--- config.mk ---
export PLATFORM = sky130hd
export DESIGN_NAME = serial_addsub_unit
export DESIGN_NICKNAME = d
export VERILOG_FILES = /design/src/rtl/serial_addsub_pkg.sv /design/src/rtl/serial_digit_adder.sv /design/src/rtl/serial_addsub_unit.sv
export SDC_FILE = /design/constraint.sdc
export NUM_CORES = 1
export LEC_CHECK = 0
export ABC_AREA = 1
export CELL_PAD_IN_SITES_DETAIL_PLACEMENT = 0
export CELL_PAD_IN_SITES_GLOBAL_PLACEMENT = 1
export CORE_MARGIN = 2
export CORE_UTILIZATION = 46
export CTS_CLUSTER_SIZE = 10
export DETAILED_ROUTE_END_ITERATION = 8
export DONT_BUFFER_PORTS = 1
export GPL_ROUTABILITY_DRIVEN = 0
export PLACE_DENSITY = 0.85
export SETUP_SLACK_MARGIN = 0.5
export SLEW_MARGIN = 5
export SYNTH_ARGS = -nofsm -noshare
export SYNTH_HDL_FRONTEND = slang
export SYNTH_SLANG_ARGS = --single-unit
--- constraint.sdc ---
create_clock -name clk -period 2.5 [get_ports clk]
set_input_delay 0.25 -clock clk [delete_from_list [all_inputs] [get_ports clk]]
set_output_delay 0.25 -clock clk [all_outputs]
set_load 0.02 [all_outputs]
--- src/rtl/serial_addsub_pkg.sv ---
// Shared types and helpers for the digit-serial add/subtract unit.
package serial_addsub_pkg;

  typedef enum logic [1:0] {
    IDLE = 2'd0,
    RUN  = 2'd1,
    DONE = 2'd2
  } state_t;

  // Width of a counter that indexes n digits; never narrower than one bit.
  function automatic int cnt_w(input int n);
    return (n > 1) ? $clog2(n) : 1;
  endfunction

endpackage

--- src/rtl/serial_digit_adder.sv ---
// Combinational DIGIT_W-bit adder slice; also exposes the carry into its top bit.
module serial_digit_adder #(
  parameter int DIGIT_W = 1
) (
  input  logic [DIGIT_W-1:0] a,
  input  logic [DIGIT_W-1:0] b,
  input  logic               cin,
  output logic [DIGIT_W-1:0] s,
  output logic               cout,
  output logic               cmsb
);
  logic [DIGIT_W:0] full;

  assign full = {1'b0, a} + {1'b0, b} + {{DIGIT_W{1'b0}}, cin};
  assign s    = full[DIGIT_W-1:0];
  assign cout = full[DIGIT_W];
  // Top sum bit is a^b^cin_top, so the carry into it falls out by XOR.
  assign cmsb = full[DIGIT_W-1] ^ a[DIGIT_W-1] ^ b[DIGIT_W-1];

endmodule

--- src/rtl/serial_addsub_unit.sv ---
// Digit-serial A+B / A-B, DIGIT_W bits per clock, LSB first.
// Optional macro SERIAL_ADDSUB_OVF_EN enables signed overflow detection on ovf_o.
module serial_addsub_unit
  import serial_addsub_pkg::*;
#(
  parameter int WORD_W  = 16,
  parameter int DIGIT_W = 1
) (
  input  logic               clk,
  input  logic               reset,
  input  logic               start_i,
  input  logic               sub_i,
  input  logic [WORD_W-1:0]  a_i,
  input  logic [WORD_W-1:0]  b_i,
  output logic               busy_o,
  output logic [DIGIT_W-1:0] digit_o,
  output logic               digit_vld_o,
  output logic               done_o,
  output logic [WORD_W-1:0]  sum_o,
  output logic               carry_o,
  output logic               ovf_o
);
  localparam int N  = WORD_W / DIGIT_W;
  localparam int CW = cnt_w(N);

  if ((DIGIT_W < 1) || (WORD_W % DIGIT_W != 0)) begin : g_bad_digit_w
    $error("serial_addsub_unit: DIGIT_W must divide WORD_W exactly");
  end

  state_t              state_q, state_d;
  logic [WORD_W-1:0]   a_q, b_q, res_q, res_d;
  logic                carry_q;
  logic [CW-1:0]       cnt_q;
  logic                last;
  logic [DIGIT_W-1:0]  dsum;
  logic                dcout, dcmsb;

  serial_digit_adder #(.DIGIT_W(DIGIT_W)) u_adder (
    .a    (a_q[DIGIT_W-1:0]),
    .b    (b_q[DIGIT_W-1:0]),
    .cin  (carry_q),
    .s    (dsum),
    .cout (dcout),
    .cmsb (dcmsb)
  );

  assign last  = (cnt_q == CW'(N - 1));
  // New digit enters at the MSB end; after N shifts the word is aligned.
  assign res_d = (res_q >> DIGIT_W) | (WORD_W'(dsum) << (WORD_W - DIGIT_W));

  always_ff @(posedge clk or posedge reset) begin
    if (reset) state_q <= IDLE;
    else       state_q <= state_d;
  end

  always_comb begin
    state_d = state_q;
    case (state_q)
      IDLE:    if (start_i) state_d = RUN;
      RUN:     if (last)    state_d = DONE;
      DONE:    state_d = IDLE;
      default: state_d = IDLE;
    endcase
  end

  always_ff @(posedge clk or posedge reset) begin
    if (reset) begin
      a_q         <= '0;
      b_q         <= '0;
      res_q       <= '0;
      carry_q     <= 1'b0;
      cnt_q       <= '0;
      busy_o      <= 1'b0;
      done_o      <= 1'b0;
      digit_vld_o <= 1'b0;
      digit_o     <= '0;
      sum_o       <= '0;
      carry_o     <= 1'b0;
    end else begin
      busy_o      <= (state_d != IDLE);
      done_o      <= (state_q == RUN) && last;
      digit_vld_o <= (state_q == RUN);
      case (state_q)
        IDLE: if (start_i) begin
          // Subtraction as A + ~B + 1: the +1 rides in on the initial carry.
          a_q     <= a_i;
          b_q     <= sub_i ? ~b_i : b_i;
          carry_q <= sub_i;
          cnt_q   <= '0;
          res_q   <= '0;
        end
        RUN: begin
          a_q     <= a_q >> DIGIT_W;
          b_q     <= b_q >> DIGIT_W;
          carry_q <= dcout;
          cnt_q   <= cnt_q + CW'(1);
          res_q   <= res_d;
          digit_o <= dsum;
          if (last) begin
            sum_o   <= res_d;
            carry_o <= dcout;
          end
        end
        default: ;
      endcase
    end
  end

`ifdef SERIAL_ADDSUB_OVF_EN
  always_ff @(posedge clk or posedge reset) begin
    if (reset)                          ovf_o <= 1'b0;
    else if ((state_q == RUN) && last)  ovf_o <= dcmsb ^ dcout;
  end
`else
  logic unused_cmsb;
  assign unused_cmsb = dcmsb;
  assign ovf_o       = 1'b0;
`endif

endmodule

==> reports/summary.json <==
{
  "routed_via_density": 4.83,
  "num_antenna_cells": 0,
  "worstPathArrival_ns": 1.99,
  "postSynthNetCount": 443,
  "worstSetupEndpoint": "sum_o[1]",
  "power.share.clock": 0.207,
  "post_cts_resized": 0,
  "critPathCaptureType": "flip-flop",
  "finalCritPeriodShare": 0.706,
  "rsz0062_at_grt": "no",
  "clkSlewWorstSetupHoldPaths_ns": 0.08,
  "die_width_um": 88.9,
  "placed_cells_incl_taps": 484,
  "final_common_cell": "sky130_fd_sc_hd__nand2_1",
  "detail_route.wl_per_cell_um": 12.0,
  "number_of_clock_sinks": 75,
  "placementRows": 30,
  "htree_levels": 3,
  "setup_viol": 0,
  "switching_power_uw": 1640,
  "drc_errors": 0,
  "post_cts_hold_buffer_count": 2,
  "setup_total_negative_slack_ns": 0,
  "synthAdderAreaFrac": 0.00980,
  "tightestPinTransition_ns": 0.643,
  "wire_length_of_the_first_global_routing_pass_um": 10300,
  "slew_violations": 0,
  "dr.pass1.iters": 6,
  "dpl_wire_length_um": 3970,
  "num-nets-final": 439,
  "antenna_violating_nets_post_route": 0,
  "port_buffers": 0,
  "timing.critical_path.cells": "inv_1, nand2_2, inv_4, nand2_4, nand2_1, o21ai_0",
  "crit_path_start_kind": "flip-flop",
  "final_hold_viol_count": 0,
  "worstPathMaxFanout": 33,
  "worstHoldPathType": "input pin to flip-flop",
  "grt_pass1_vias": 2302,
  "synthesis.area_per_instance_um2": 8.20,
  "globalRouteOverflowTotal": 0,
  "sequentialPowerShare": 0.507,
  "initial_core_utilization": 0.481,
  "maximum_number_of_pins_on_one_net_before_global_route_repair": 75,
  "grt.total_usage": 0.170,
  "clk_latency_ns": 0.35,
  "fin_cells": 502,
  "synth.largest_area_cell": "sky130_fd_sc_hd__dfrtp_1",
  "muxShareOfSynthArea": 0,
  "netlist.area_leader.share": 0.565,
  "cts.path.max_buffers": 2,
  "timing.final.crit_period_ns": 1.77,
  "max_freq_ghz": 0.566,
  "routed-via-count": 2426,
  "yosysWarningCount": 0,
  "r2r-end": "sum_o[1]",
  "cp.required_ns": 2.73,
  "xor_xnor_share_of_the_synthesized_area": 0.00528,
  "critPathKind": "flip-flop to flip-flop",
  "floorplan.die.height_um": 88.9,
  "yosys_reg_bits": 75,
  "cts_tree": "built",
  "core_area_mm2": 0.00691,
  "swShare": 0.393,
  "r2r-start": "state_q[1]",
  "commonest_non_fill_non_tap_cells_in_the_layout": "158 x sky130_fd_sc_hd__nand2_1, 75 x sky130_fd_sc_hd__dfrtp_1, 36 x sky130_fd_sc_hd__inv_1, 35 x sky130_fd_sc_hd__nand3_1, 32 x sky130_fd_sc_hd__nor2_1",
  "drt-initial-drc-count": 126,
  "die_footprint_mm2": 0.00791,
  "netlist_instances": 405,
  "synth_compound_area_frac": 0.0603,
  "maxCapViolations": 0,
  "internal_power_uw": 2530,
  "area.growth.synth_to_final_pct": 8.10,
  "antenna_found_initial": 0,
  "leakage_uw": 0.00179,
  "detail_route.wirelength_um": 6020,
  "fin_worst_skew_ns": 0.00474,
  "seq_area_frac_synth": 0.565,
  "comb_power_share": 0.286,
  "slew_headroom": 0.571,
  "setup.worst_path.start": "state_q[1]",
  "boundaryPins": 58,
  "layout-drive-gt1-share": 0.0665,
  "post_cts.repair.setup_buffers": 0,
  "vdd.ir_drop.worst_mv": 0.406,
  "cts_buffers": 9,
  "ys_top_cells_by_area": "sky130_fd_sc_hd__dfrtp_1 57%, sky130_fd_sc_hd__nand2_1 18%, sky130_fd_sc_hd__nand3_1 5.3%",
  "main_combinational_cell_family_by_area_after_synthesis": "simple AND/OR/NAND/NOR gates",
  "ff2ff_setup_slack_ns": 0.73,
  "synth_simple_gate_area_frac": 0.280,
  "critical_path.max_stage_delay_ns": 0.37,
  "synth.cell_area_mm2": 0.00332,
  "clk_root_buffer_cell": "sky130_fd_sc_hd__clkbuf_8",
  "worst_r2r_path_depth": 6,
  "synth.lib_cells_used.distinct": 24,
  "critical-path-slowest-cell": "sky130_fd_sc_hd__dfrtp_1",
  "power_per_cell_area_mw_per_mm2": 1160,
  "outcome": "finished clean"
}
-- layout make-up --
cell class | count | area [um^2]
multi-input combinational | 272 | 1190
clock inverter | 7 | 58.8
sequential | 75 | 1880
tap | 96 | 120
inverter | 38 | 149
fill | 665 | 3320
clock buffer | 9 | 124
timing repair buffer | 5 | 67.6
-- state kept, by name, summed over array words and instances (netlist names) --
name	flops
res_q	15
sum_o	16
a_q	16
b_q	16
cnt_q	4
digit_vld_o	1
done_o	1
digit_o	1
carry_o	1
state_q	2
carry_q	1
busy_o	1
-- cells in the mapped netlist --
cell type	number
sky130_fd_sc_hd__nand2_1	158
sky130_fd_sc_hd__dfrtp_1	75
sky130_fd_sc_hd__inv_1	37
sky130_fd_sc_hd__nand3_1	35
sky130_fd_sc_hd__nor2_1	32
sky130_fd_sc_hd__o21ai_0	20
sky130_fd_sc_hd__o22ai_1	13
sky130_fd_sc_hd__buf_2	12
sky130_fd_sc_hd__clkbuf_1	4
sky130_fd_sc_hd__buf_4	2
sky130_fd_sc_hd__buf_6	2
sky130_fd_sc_hd__or2_2	2
sky130_fd_sc_hd__xnor2_1	2
sky130_fd_sc_hd__a21oi_1	1
sky130_fd_sc_hd__conb_1	1
sky130_fd_sc_hd__fa_1	1
sky130_fd_sc_hd__ha_1	1
sky130_fd_sc_hd__inv_4	1
sky130_fd_sc_hd__nand2_2	1
sky130_fd_sc_hd__nand2_4	1
sky130_fd_sc_hd__nand4_1	1
sky130_fd_sc_hd__nor2_2	1
sky130_fd_sc_hd__o21ai_1	1
sky130_fd_sc_hd__o21ai_2	1
-- worst max-delay path: cells and delay by family, from the launching register on --
family                 cells  cell delay (ns)
buffers and inverters      2             0.49
AND/OR/NAND/NOR            3             0.71
flip-flops                 1             0.37
AO/OA/AOI/OAI              1             0.08
-- metrics by stage --
| stage | utilization | hold WS [ns] | worst slack, ns | instance area (um^2) | power (uW) |
|---|---|---|---|---|---|
| CTS | 0.520 | 0.00546 | 0.721 | 3590 | 4230 |
| global route | 0.520 | 0.0139 | 0.535 | 3590 | 4570 |
| detailed placement | 0.490 | 0.00386 | 0.730 | 3390 | 3350 |
| floorplan | - | 0.360 | 1.21 | 3320 | 3090 |
| finish | 0.520 | 0.0226 | 0.735 | 3590 | 4170 |
| global placement | 0.490 | 0.00440 | 0.810 | 3390 | 3290 |
-- power by group through the flow --
stage | Combinational, uW | Sequential (uW) | Clock (uW)
2_1_floorplan | 1020 | 2070 | 0
3_3_place_gp | 1170 | 2130 | 0
3_5_place_dp | 1220 | 2140 | 0
4_1_cts | 1220 | 2120 | 894
5_1_grt | 1430 | 2190 | 950
6_report | 1190 | 2120 | 864
-- cell families after synthesis --
group	after synthesis
AND/OR/NAND/NOR	231
flip-flops	75
buffers and inverters	58
AO/OA/AOI/OAI	36
XOR/XNOR	2
adder cells (fa/ha/maj)	2
other	1
-- per-layer routing --
layer / vias to the layer above / GRT usage / part of all wire
li1: 1242 / - / -
met1: 1115 / 0.228 / 0.47
met2: 60 / 0.267 / 0.46
met3: 9 / 0.0443 / 0.049
met4: 0 / 0.0692 / 0.015
met5: - / 0 / 0
-- worst min-delay path by stage --
stage	from	end	slack, ns	cells after the start
after floorplan	a_i[15]	a_q[15]	0.36	2
after detailed placement	reset	sum_o[13]	0.004	1
after global placement	reset	sum_o[13]	0.004	1
after global routing	a_i[12]	a_q[12]	0.01	2
after CTS	a_i[7]	a_q[7]	0.005	2
final	a_i[7]	a_q[7]	0.02	2
No activity file was read; power rests on OpenSTA's default activity.
